===== src/rtl/distance_filter.sv =====
// rtl/distance_filter.sv - 4-tap moving-average distance filter with hysteretic obstacle flag
//
// Samples distance_in once per frame. It keeps a 4-sample window, registers the window
// sum, then registers the truncated average. A debounced FILL/CLEAR/BLOCKED state
// machine drives the obstacle flag.
//
// Optional feature macro: DIST_FILT_SPIKE_REJECT_EN (spike rejection of outlier samples).
//
// Ports:
//   clk_50M      in   1   50 MHz clock
//   reset        in   1   synchronous, active-low reset
//   distance_in  in   16  distance in mm from ranging block, stable between updates
//   avg_mm       out  16  moving average of the last 4 accepted samples, mm
//   avg_valid    out  1   one-cycle pulse when avg_mm updates
//   obstacle     out  1   debounced obstacle flag
//   spike_flag   out  1   one-cycle pulse on a rejected sample (0 without the macro)

module distance_filter #(
    parameter int FRAME_CYCLES = 600553,
    parameter int NEAR_MM      = 70,
    parameter int FAR_MM       = 90,
    parameter int CONFIRM      = 3,
    parameter int SPIKE_MM     = 200
) (
    input  logic        clk_50M,
    input  logic        reset,
    input  logic [15:0] distance_in,
    output logic [15:0] avg_mm,
    output logic        avg_valid,
    output logic        obstacle,
    output logic        spike_flag
);

    localparam int CNT_W = (FRAME_CYCLES > 1) ? $clog2(FRAME_CYCLES) : 1;
    localparam logic [CNT_W-1:0] FRAME_LAST = CNT_W'(FRAME_CYCLES - 1);
    localparam logic [15:0] NEAR_T = 16'(NEAR_MM);
    localparam logic [15:0] FAR_T = 16'(FAR_MM);
    localparam logic [3:0] CONFIRM_M1 = 4'(CONFIRM - 1);

    typedef enum logic [1:0] {
        FILL    = 2'd0,
        CLEAR   = 2'd1,
        BLOCKED = 2'd2
    } state_t;

    state_t            state;
    logic [CNT_W-1:0]  frame_cnt;
    logic [15:0]       w0, w1, w2, w3;
    logic [17:0]       sum;
    logic [1:0]        fill_cnt;
    logic [3:0]        cnt;
    logic              s1_valid;
    logic              s2_valid;
    logic              tick;
    logic              accept;

    assign tick = (frame_cnt == FRAME_LAST);

`ifdef DIST_FILT_SPIKE_REJECT_EN
    localparam logic [15:0] SPIKE_T = 16'(SPIKE_MM);

    logic [1:0]  rej_cnt;
    logic [15:0] diff;
    logic        is_spike;
    logic        reject;

    always_comb begin
        diff = (distance_in >= avg_mm) ? (distance_in - avg_mm) : (avg_mm - distance_in);
        // Three rejects in a row let the next sample through so a genuine step is tracked.
        is_spike = (state != FILL) && (diff > SPIKE_T) && (rej_cnt != 2'd3);
        accept   = tick && !is_spike;
        reject   = tick && is_spike;
    end

    always_ff @(posedge clk_50M) begin
        if (!reset) begin
            rej_cnt    <= 2'd0;
            spike_flag <= 1'b0;
        end else begin
            spike_flag <= reject;
            if (reject) begin
                rej_cnt <= rej_cnt + 2'd1;
            end else if (accept) begin
                rej_cnt <= 2'd0;
            end
        end
    end
`else
    assign accept     = tick;
    assign spike_flag = 1'b0;
`endif

    always_ff @(posedge clk_50M) begin
        if (!reset) begin
            state     <= FILL;
            frame_cnt <= '0;
            w0        <= 16'd0;
            w1        <= 16'd0;
            w2        <= 16'd0;
            w3        <= 16'd0;
            sum       <= 18'd0;
            fill_cnt  <= 2'd0;
            cnt       <= 4'd0;
            s1_valid  <= 1'b0;
            s2_valid  <= 1'b0;
            avg_mm    <= 16'd0;
            avg_valid <= 1'b0;
            obstacle  <= 1'b0;
        end else begin
            frame_cnt <= tick ? '0 : frame_cnt + 1'b1;

            if (accept) begin
                w0 <= distance_in;
                w1 <= w0;
                w2 <= w1;
                w3 <= w2;
            end

            // Sum and average stages run every cycle; only the valid bits gate updates.
            sum       <= {2'b00, w0} + {2'b00, w1} + {2'b00, w2} + {2'b00, w3};
            s2_valid  <= s1_valid;
            avg_valid <= s2_valid;
            if (s2_valid) begin
                avg_mm <= sum[17:2];
            end

            s1_valid <= 1'b0;
            case (state)
                FILL: begin
                    if (accept) begin
                        if (fill_cnt == 2'd3) begin
                            // Window now full: this sample starts the first average.
                            s1_valid <= 1'b1;
                            fill_cnt <= 2'd0;
                            cnt      <= 4'd0;
                            state    <= CLEAR;
                        end else begin
                            fill_cnt <= fill_cnt + 2'd1;
                        end
                    end
                end
                CLEAR: begin
                    s1_valid <= accept;
                    if (avg_valid) begin
                        if (avg_mm < NEAR_T) begin
                            if (cnt == CONFIRM_M1) begin
                                cnt      <= 4'd0;
                                obstacle <= 1'b1;
                                state    <= BLOCKED;
                            end else begin
                                cnt <= cnt + 4'd1;
                            end
                        end else begin
                            cnt <= 4'd0;
                        end
                    end
                end
                BLOCKED: begin
                    s1_valid <= accept;
                    if (avg_valid) begin
                        if (avg_mm > FAR_T) begin
                            if (cnt == CONFIRM_M1) begin
                                cnt      <= 4'd0;
                                obstacle <= 1'b0;
                                state    <= CLEAR;
                            end else begin
                                cnt <= cnt + 4'd1;
                            end
                        end else begin
                            cnt <= 4'd0;
                        end
                    end
                end
                default: begin
                    state    <= FILL;
                    fill_cnt <= 2'd0;
                    cnt      <= 4'd0;
                    obstacle <= 1'b0;
                end
            endcase
        end
    end

endmodule


===== config.mk =====
export PLATFORM = sky130hd
export DESIGN_NAME = distance_filter
export DESIGN_NICKNAME = d
export VERILOG_FILES = /design/src/rtl/distance_filter.sv
export SDC_FILE = /design/constraint.sdc
export NUM_CORES = 1
export LEC_CHECK = 0
export ABC_AREA = 1
export CAP_MARGIN = 20
export CORE_UTILIZATION = 56
export CTS_BUF_LIST = sky130_fd_sc_hd__clkbuf_8
export CTS_CLUSTER_DIAMETER = 200
export DETAILED_ROUTE_END_ITERATION = 6
export HOLD_SLACK_MARGIN = 0.02
export PLACE_DENSITY_LB_ADDON = 0.05
export SLEW_MARGIN = 25
export SYNTH_ARGS = -nofsm -noshare
export SYNTH_HDL_FRONTEND = slang
export SYNTH_SLANG_ARGS = --single-unit

===== constraint.sdc =====
create_clock -name clk_50M -period 3.1 [get_ports clk_50M]
set_clock_uncertainty 0.2 [all_clocks]
set_input_delay 0.31 -clock clk_50M [delete_from_list [all_inputs] [get_ports clk_50M]]
set_output_delay 0.31 -clock clk_50M [all_outputs]
set_load 0.05 [all_outputs]

== Yosys cells after proc, flatten, opt, wreduce, memory -nomap -nowiden ==
Cells that the tools add are included.

* Memories: 0
* Bits in latches: 0
* ROM bits: 0
* Register bits after elaboration: 130
* Bits in writable memories: 0
* Input port bits: 18

* Bitwise gates (word level): 3
* Equal/unequal tests: 13
* Mux-type cells: 30
* Magnitude comparators: 2
* Divide/modulo/power cells: 0
* Shifts and indexed selects: 0
* Multiply operators: 0
* Reductions and logical operators: 7
* Add/sub/neg operators: 6

{| class="wikitable"
|+ Operators with widths
! kind !! count
|-
| $mux W4 || 7
|-
| $add A20 B1 Y20 const B || 1
|-
| $eq A20 B20 Y1 const B || 1
|-
| $mux W2 || 10
|-
| $add A17 B16 Y18 || 1
|-
| $add A18 B16 Y18 || 1
|-
| $add A16 B16 Y17 || 1
|-
| $gt A16 B7 Y1 const B || 1
|-
| $lt A16 B7 Y1 const B || 1
|-
| $ne A2 B2 Y1 const B || 8
|-
| $pmux W4 S3 || 1
|-
| $mux W1 || 8
|-
| $reduce_and A8 Y1 || 1
|-
| $reduce_and A7 Y1 || 1
|-
| $pmux W2 S3 || 1
|-
| $add A4 B1 Y4 const B || 1
|-
| $eq A2 B2 Y1 const B || 2
|-
| $eq A4 B2 Y1 const B || 1
|-
| $pmux W2 S2 || 1
|-
| $reduce_and A4 Y1 || 1
|-
| $reduce_or A2 Y1 || 2
|-
| $not A1 Y1 || 3
|-
| $pmux W1 S3 || 1
|-
| $add A2 B1 Y2 const B || 1
|-
| other kinds (4) || 4
|}

== Depth between registers and ports, before layout ==
Gate-level depths: netlist of the first run.

* Depth in word-level cells: 5
* Mapped depth: 15

== Worst setup path after synthesis of the first run ==
OpenSTA, ideal clock, no wires.

* Path type: register to register
* From: register w0[1]
* To: register sum[15]
* Arrival: 2.557 ns
* Stages on the path, launching flop included: 16
* Required time: 2.785 ns
* Library setup time: 0.115 ns
* Slack: 0.228 ns
* Path buffers: 0
* Path through: dfxtp_1 -> inv_1 -> fa_1 -> inv_1 -> fa_1 -> nand3_1 -> inv_1 -> fa_1 -> nand3_1 -> nand2_1 -> a21oi_1 -> inv_1 -> nand3_1 -> nand3_1 -> nand2_1 -> nor2_1

* Longest elaborated chain between the ends: 3

{| class="wikitable"
|+ Ends and longest elaborated chain
! element !! line !! source
|-
| from (decl) || 48 || <nowiki>logic [15:0] w0, w1, w2, w3;</nowiki>
|-
| from (signal assigned) || 113 || <nowiki>w0 <= distance_in;</nowiki>
|-
| $add A16 B16 Y17 || 120 || <nowiki>sum <= {2'b00, w0} + {2'b00, w1} + {2'b00, w2} + {2'b00, w3};</nowiki>
|-
| $add A17 B16 Y18 || 120 ||
|-
| $add A18 B16 Y18 || 120 ||
|-
| to (signal assigned) || 120 ||
|-
| to (decl) || 49 || <nowiki>logic [17:0] sum;</nowiki>
|}

No other way between the ends.
A chain may end at the register's enable or synchronous reset.

== Final worst setup path of the first run ==
Ends and elaborated chain as after synthesis.

==> results of run 1 <==
[state kept, by name, indices dropped and copies added (netlist names), 4 cells and up]
signal / cells
avg_mm: 16
cnt: 4
frame_cnt: 20
sum: 16
w0: 16
w1: 16
w2: 16
w3: 16
[synthesized netlist by cell type, types with 2 or more instances]
cell type,n
a21o_1,3
nand2_1,91
o21ai_0,94
o21ai_1,2
nand3_1,33
xor2_1,8
nor3_1,6
a211oi_1,3
nor2_1,90
inv_2,5
dfxtp_1,128
nor2_4,2
inv_1,154
a21boi_0,2
o21bai_1,4
nand2_2,5
xnor2_1,3
nand4_1,6
clkbuf_1,19
ha_1,24
nand3_4,2
or2_2,2
fa_1,32
nor4_1,4
a21oi_1,111
buf_6,8
[layout make-up]
| type | count | area share (%) |
|---|---|---|
| well taps | 143 | 2.36 |
| clock buffers | 23 | 4.17 |
| repair buffers | 45 | 5.71 |
| inverters | 161 | 7.98 |
| multi-input cells | 537 | 45.1 |
| flip-flops and latches | 128 | 33.8 |
| clock inverters | 9 | 0.858 |
[power by group through the flow]
stage               combinational [mW]  clock [mW]  sequential (mW)
detailed placement              0.0815           0             1.69
global route                    0.0909        1.47             1.65
finish                          0.0813        1.36             1.65
CTS                             0.0821        1.40             1.65
floorplan                       0.0499           0             1.69
global placement                0.0799           0             1.69
[timing repair]
item / in CTS / in global routing
resized for setup: 1 / 27
setup endpoints to repair: 2 / 12
buffers inserted: 0 / 2
pin swaps: 0 / 11
[metal layers]
metal	GRT usage, %	up-vias	wire length [um]	share of wire (%)
met5	0	-	0	0
met4	10.2	0	287	2.2
met3	5.41	24	371	2.8
met2	38.2	85	6690	50
met1	26.4	2548	5980	45
li1	-	2776	-	-
[through the flow]
step | power [mW] | instance area, um^2 | utilization [%] | setup TNS, ps | cells
floorplan | 1.74 | 6630 | - | 0 | 856
global placement | 1.77 | 7050 | 61.5 | 0 | 1012
detailed placement | 1.77 | 7050 | 61.5 | -12.3 | 1012
CTS | 3.13 | 7430 | 64.8 | 0 | 1044
global route | 3.21 | 7590 | 66.2 | -57.1 | 1046
finish | 3.09 | 7590 | 66.2 | 0 | 1046
[kinds of logic after synthesis]
family,synth area share [%]
other cells,0.0566
simple gates,16.5
compound gates,17.3
fa+ha+maj,14.2
flops,38.7
buf+inv,11.8
xor+xnor,1.45
[worst paths after layout]
kind | from | endpoint | slack, ps
worst min register to register | s1_valid | s2_valid | 240
worst max register to register | w0[1] | sum[15] | 110
worst min-delay path | reset | cnt[2] | 170
worst max-delay path | w0[1] | sum[15] | 110
[worst reg2reg max path, stage by stage, from the launching register on]
cell and delay, ps:
dfxtp_2 330, inv_1 70, fa_1 550, inv_1 50
fa_1 440, nand3_2 90, inv_1 60, fa_2 370
nand3_2 90, nand2_2 90, a21oi_4 220, inv_2 60
nand3_1 80, nand3_1 70, nand2_1 60, nor2_1 40
==> impl_metrics.tcl, run 1 <==
set metrics [dict create \
    outcome "finished clean" \
    grt_pass1_wl_mm 22.2 \
    viasPerCell 5.19 \
    drv_slew 0 \
    reg2reg_depth 15 \
    wire_per_inst_um 12.7 \
    worst_path_most_repeated_cell "inv_1" \
    initial_core_util_pct 57.8 \
    worstPathCellList "inv_1 -> fa_1 -> inv_1 -> fa_1 -> nand3_2 -> inv_1 -> fa_2 -> nand3_2 -> nand2_2 -> a21oi_4 -> inv_2 -> nand3_1 -> nand3_1 -> nand2_1 -> nor2_1" \
    power.switching_uw 666 \
    syn_area_um2 6630 \
    antenna_found_initial 0 \
    intPower_mw 2.43 \
    grt_start_max_net_pins 100 \
    yosys_warnings 0 \
    dpl.hpwl_mm 9.54 \
    syn_to_final_growth_pct 14.5 \
    htree_num_levels 4 \
    p_seq_share_pct 53.4 \
    track_usage_pct 22.3 \
    core_um2 11500 \
    endpoint_kind "flip-flop" \
    holdBufCountCts 0 \
    clock.fmax_mhz 334 \
    whs_ps 172 \
    fillerInstances 977 \
    critPathMaxFanout 4 \
    die_h_um 111 \
    final_cell_mix "inv_1, dfxtp_1, a21oi_1, o21ai_0, nand2_1" \
    cp.arrival_ps 3130 \
    chipWidth_um 111 \
    setup_viol 0 \
    dieArea_um2 12300 \
    yosysUniqueCellTypes 41 \
    multiInputGateArea_um2 3420 \
    ys_seq_area_share_pct 38.7 \
    port_buffers 35 \
    synth-main-ff-cell "dfxtp_1" \
    synth_nets 930 \
    hold_viol_final 0 \
    cp_num_cells 15 \
    comb_power_share_pct 2.6 \
    cp_slowest_cell "fa_1" \
    insertion_delay_ps 440 \
    regArea_um2 2560 \
    drc_errors 0 \
    critPathKind "flip-flop to flip-flop" \
    synth_top_area_share_pct 38.7 \
    ir_drop_uv 342 \
    pre_cts_slack_ps -12.3 \
    synth_area_leaders "dfxtp_1, fa_1, inv_1, a21oi_1, o21ai_0" \
    drt_pass1_iterations 5 \
    critPathRequiredTime_ps 3230 \
    avgSynthCellArea_um2 7.74 \
    worst_pin_slew_ps 610 \
    final_nets 964 \
    setup_slack_ps 106 \
    cts.reportedPaths.clkPinSlew_ps 70 \
    hold_depth 3 \
    pwr-share-clk_pct 44.0 \
    period_needed_ps 2990 \
    synth_edf_count 0 \
    synthCells 856 \
    period_share_pct 96.6 \
    postRouteAntennaNets 0 \
    gp_congestion 0.825 \
    layout_commonest_cell "inv_1" \
    cts_tree "built" \
    p_leak_nw 3.17 \
    num_antenna_cells 0 \
    startpoint_type "flip-flop" \
    max_stage_delay_ps 550 \
    totalWireLength_mm 13.3 \
    maxCapViolCount 0 \
    async_reset_ff_share_pct 0 \
    path_buf_inv 4 \
    synth_top_cell_by_area "dfxtp_1" \
    grt_pass1_vias 5136 \
    ios 37 \
    clock_path_buffers 2 \
    cts.sinks 128 \
    fp-row-count 39 \
    drtIter0Drc 258 \
    cts-root-buf "clkbuf_8" \
    grt-ovfl-total 0 \
    slew_headroom_pct 59.3 \
    ys_seq_elements 128 \
    swShare_pct 21.5 \
    numCtsBuffers 17 \
    hp-class "input pin to flip-flop" \
    power_density_nw_per_um2 408 \
    drive_above_1_share_pct 8.97 \
    crit_family "adder cells" \
    vias 5433 \
]
Power figures use the tool's default switching activity.
==> run 2, diff against run 1 <==
--- a/config.mk
+++ b/config.mk
@@ -13,6 +13,7 @@
 export DETAILED_ROUTE_END_ITERATION = 6
 export HOLD_SLACK_MARGIN = 0.02
 export PLACE_DENSITY_LB_ADDON = 0.05
+export SKIP_CTS_REPAIR_TIMING = 1
 export SLEW_MARGIN = 25
 export SYNTH_ARGS = -nofsm -noshare
 export SYNTH_HDL_FRONTEND = slang
==> impl_metrics.tcl, run 2 (synthesis gave the netlist of run 1 again) <==
set metrics [dict create \
    drtIter0Drc 254 \
    clock.fmax_mhz 331 \
    power_density_nw_per_um2 407 \
    layout_commonest_cell "inv_1" \
    viasPerCell 5.21 \
    hold_depth 3 \
    numCtsBuffers 17 \
    syn_to_final_growth_pct 14.6 \
    cp.arrival_ps 3150 \
    reg2reg_depth 15 \
    largest_register_ffs 20 \
    critPathMaxFanout 4 \
    final_nets 964 \
    chipWidth_um 111 \
    wire_per_inst_um 12.8 \
    dieArea_um2 12300 \
    slew_headroom_pct 58.9 \
    initial_core_util_pct 57.8 \
    outcome "finished clean" \
    endpoint_kind "flip-flop" \
    r2r-start "w0[1]" \
    grt_start_max_net_pins 100 \
    ir_drop_uv 342 \
    multiInputGateArea_um2 3430 \
    worst_pin_slew_ps 616 \
    fp-row-count 39 \
    regMostFlops "frame_cnt" \
    worstHoldEndpoint "cnt[2]" \
    p_leak_nw 3.17 \
    hold_viol_final 0 \
    reg2reg_slack_ps 80 \
    fillerInstances 979 \
    vias 5446 \
    maxCapViolCount 0 \
    critPathRequiredTime_ps 3230 \
    cts-root-buf "clkbuf_8" \
    postRouteAntennaNets 0 \
    fin_util_pct 66.2 \
    hp-class "input pin to flip-flop" \
    cts.sinks 128 \
    setup_viol 0 \
    num_antenna_cells 0 \
    htree_num_levels 4 \
    grt_pass1_wl_mm 22.1 \
    gp_congestion 0.825 \
    grt-ovfl-total 0 \
    totalWireLength_mm 13.4 \
    die_h_um 111 \
    drv_slew 0 \
    insertion_delay_ps 440 \
    startpoint_type "flip-flop" \
    whs_ps 174 \
    drt_pass1_iterations 5 \
    r2r-end "sum[15]" \
    clock_path_buffers 2 \
    core_um2 11500 \
    regArea_um2 2560 \
    grt_pass1_vias 5131 \
    period_needed_ps 3020 \
    antenna_found_initial 0 \
    dpl.hpwl_mm 9.54 \
    finalSetupTns_ps 0 \
    final_cell_mix "inv_1, dfxtp_1, a21oi_1, o21ai_0, nand2_1" \
    cts.reportedPaths.clkPinSlew_ps 70 \
    track_usage_pct 22.2 \
    holdCritStartpoint "reset" \
    cts_tree "built" \
    drive_above_1_share_pct 8.97 \
    drc_errors 0 \
    period_share_pct 97.3 \
    critPathKind "flip-flop to flip-flop" \
    ios 37 \
    power_mw 3.09 \
    port_buffers 35 \
]
==> run 2: area by class of cell <==
| cell class | count | area share [%] |
|---|---|---|
| inverter | 161 | 7.97 |
| timing repair buffer | 45 | 5.70 |
| clock inverter | 9 | 0.857 |
| sequential | 128 | 33.8 |
| multi-input combinational | 537 | 45.2 |
| tap | 143 | 2.36 |
| clock buffer | 23 | 4.17 |
==> run 2: how the worst max path moves through the flow <==
| stage | startpoint | depth (start not counted) | endpoint |
|---|---|---|---|
| global placement | w0[1] | 15 | sum[15] |
| finish | w0[1] | 15 | sum[15] |
| global route | w0[1] | 15 | sum[15] |
| CTS | w0[1] | 15 | sum[15] |
| detailed placement | w0[1] | 15 | sum[15] |
| floorplan | w0[1] | 15 | sum[15] |
==> run 2: worst max-delay path, stage by stage (launching register included) <==
cell and delay [ps]:
dfxtp_2 330, inv_1 70, fa_1 550, inv_1 50, fa_1 440, nand3_2 90, inv_1 60, fa_2 370
nand3_1 100, nand2_2 100, a21oi_4 220, inv_2 60, nand3_1 80, nand3_1 70, nand2_1 60, nor2_1 40
==> run 2: where the power goes <==
| part | total [mW] | internal, mW | switching (mW) | leakage (nW) |
|---|---|---|---|---|
| logic | 0.0816 | 0.0343 | 0.0473 | 1.92 |
| registers | 1.65 | 1.65 | 0.00292 | 1.03 |
| clock network | 1.36 | 0.745 | 0.613 | 0.216 |
==> run 2: metrics by stage <==
step	cell area [um^2]	instances	worst slack, ps
final	7590	1046	83.3
after global routing	7590	1046	-28.3
after CTS	7430	1044	-33.1
after detailed placement	7050	1012	-12.3
after global placement	7050	1012	85.2
after floorplan	6630	856	228
==> run 2: layer usage <==
| layer | routed length (um) | GRT usage [%] |
|---|---|---|
| met1 | 5970 | 26.2 |
| met3 | 407 | 5.41 |
| met2 | 6740 | 38.2 |
| met4 | 279 | 9.78 |
| met5 | 0 | 0 |
==> run 3, diff against run 2 <==
--- a/config.mk
+++ b/config.mk
@@ -7,14 +7,14 @@
 export LEC_CHECK = 0
 export ABC_AREA = 1
 export CAP_MARGIN = 20
-export CORE_UTILIZATION = 56
+export CORE_UTILIZATION = 30
 export CTS_BUF_LIST = sky130_fd_sc_hd__clkbuf_8
 export CTS_CLUSTER_DIAMETER = 200
 export DETAILED_ROUTE_END_ITERATION = 6
 export HOLD_SLACK_MARGIN = 0.02
 export PLACE_DENSITY_LB_ADDON = 0.05
+export SETUP_SLACK_MARGIN = 0.05
 export SKIP_CTS_REPAIR_TIMING = 1
-export SLEW_MARGIN = 25
 export SYNTH_ARGS = -nofsm -noshare
 export SYNTH_HDL_FRONTEND = slang
 export SYNTH_SLANG_ARGS = --single-unit
==> impl_metrics.tcl, run 3 (synthesis gave the netlist of run 1 again) <==
set metrics [dict create \
    slew_headroom_pct 58.1 \
    num_antenna_cells 0 \
    track_usage_pct 13.7 \
    critPathKind "flip-flop to flip-flop" \
    swShare_pct 21.6 \
    vias 5259 \
    dpl_cell_area_um2 7230 \
    drtIter0Drc 216 \
    final_nets 968 \
    viasPerCell 4.45 \
    cp_slowest_cell "fa_1" \
    ir_drop_uv 204 \
    syn_to_final_growth_pct 18.4 \
    design_area_um2 7850 \
    grt_start_max_net_pins 70 \
    grt-ovfl-total 0 \
    chipWidth_um 151 \
    gp_congestion 0.812 \
    antenna_found_initial 0 \
    cts-root-buf "clkbuf_8" \
    grt_pass1_wl_mm 24.2 \
    initial_core_util_pct 30.5 \
    final_cell_mix "inv_1, dfxtp_1, a21oi_1" \
    period_share_pct 96.0 \
    power_mw 3.16 \
    cts_tree "built" \
    postRouteAntennaNets 0 \
    endpoint_kind "flip-flop" \
    worst_path_most_repeated_cell "inv_1" \
    critPathRequiredTime_ps 3230 \
    grt_pass1_vias 4997 \
    hold_viol_final 0 \
    wire_per_inst_um 12.2 \
    regMostFlops "frame_cnt" \
    p_leak_nw 3.19 \
    port_buffers 35 \
    critPathMaxFanout 3 \
    dpl.hpwl_mm 10.6 \
    drc_errors 0 \
    drive_above_1_share_pct 10.6 \
    power_density_nw_per_um2 403 \
    core_um2 21800 \
    htree_num_levels 4 \
    setup_viol 0 \
    period_needed_ps 2980 \
    startpoint_type "flip-flop" \
    intPower_mw 2.48 \
    clock.fmax_mhz 336 \
    layout_commonest_cell "inv_1" \
    clock_path_buffers 2 \
    comb_power_share_pct 2.6 \
    path_buf_inv 4 \
    numCtsBuffers 17 \
    power.switching_uw 683 \
    cts.reportedPaths.clkPinSlew_ps 80 \
    reg2reg_slack_ps 120 \
    cp.arrival_ps 3110 \
    hp-class "flip-flop to flip-flop" \
    die_h_um 151 \
    outcome "finished clean" \
    maxCapViolCount 0 \
    worstPathCellList "inv_1 -> fa_1 -> inv_1 -> fa_1 -> nand3_2 -> inv_1 -> fa_2 -> nand3_1 -> nand2_2 -> a21oi_4 -> inv_2 -> nand3_2 -> nand3_1 -> nand2_1 -> nor2_1" \
    cts.sinks 128 \
    totalWireLength_mm 14.4 \
    fp-row-count 54 \
    finalSetupTns_ps 0 \
    grt_setup_unrepaired "yes" \
    largest_register_ffs 20 \
    max_stage_delay_ps 520 \
    p_seq_share_pct 52.1 \
    drt_pass1_iterations 6 \
    crit_family "adder cells" \
    dieArea_um2 22700 \
    whs_ps 220 \
    worst_pin_slew_ps 628 \
    drv_slew 0 \
    pwr-share-clk_pct 45.3 \
    insertion_delay_ps 440 \
    ios 37 \
]
-- run 3: tightest hold or removal path, cell delays in order, from the launching register on --
cell and delay [ps]:
dfxtp_1 310, nand2_1 50, inv_1 40
-- run 3: worst paths after layout --
kind | startpoint | end | cells past startpoint
min | s1_valid | s2_valid | 2
min reg2reg | s1_valid | s2_valid | 2
max reg2reg | w0[1] | sum[15] | 15
max | w0[1] | sum[15] | 15
-- run 3: power groups by stage --
stage / logic, mW / clock network (mW) / registers (mW)
finish: 0.0829 / 1.43 / 1.65
global route: 0.0932 / 1.57 / 1.65
floorplan: 0.0499 / 0 / 1.69
detailed placement: 0.0835 / 0 / 1.69
CTS: 0.0836 / 1.49 / 1.65
global placement: 0.0821 / 0 / 1.69
-- run 3: final cells by class --
class                      instances  area [um^2]
timing repair buffer              49          465
multi-input combinational        537         3480
fill                            2312        13900
inverter                         161          606
clock inverter                     6         82.6
clock buffer                      22          303
tap                              280          350
sequential                       128         2560
-- run 3: metrics by stage --
stage	util, %	setup slack (ps)	instances
after floorplan	-	228	856
after global placement	33.3	-1.31	1151
after detailed placement	33.3	-68.3	1151
after CTS	35.0	-76.3	1179
after global routing	36.1	-46.5	1183
final	36.1	123	1183
-- run 3: layer usage --
| layer | vias up | part of all wire [%] | track usage, % |
|---|---|---|---|
| met5 | - | 0 | 0 |
| met4 | 0 | 1.4 | 5.40 |
| met3 | 15 | 2.6 | 2.70 |
| met2 | 60 | 41 | 19.3 |
| met1 | 2398 | 55 | 20.1 |
| li1 | 2786 | - | - |
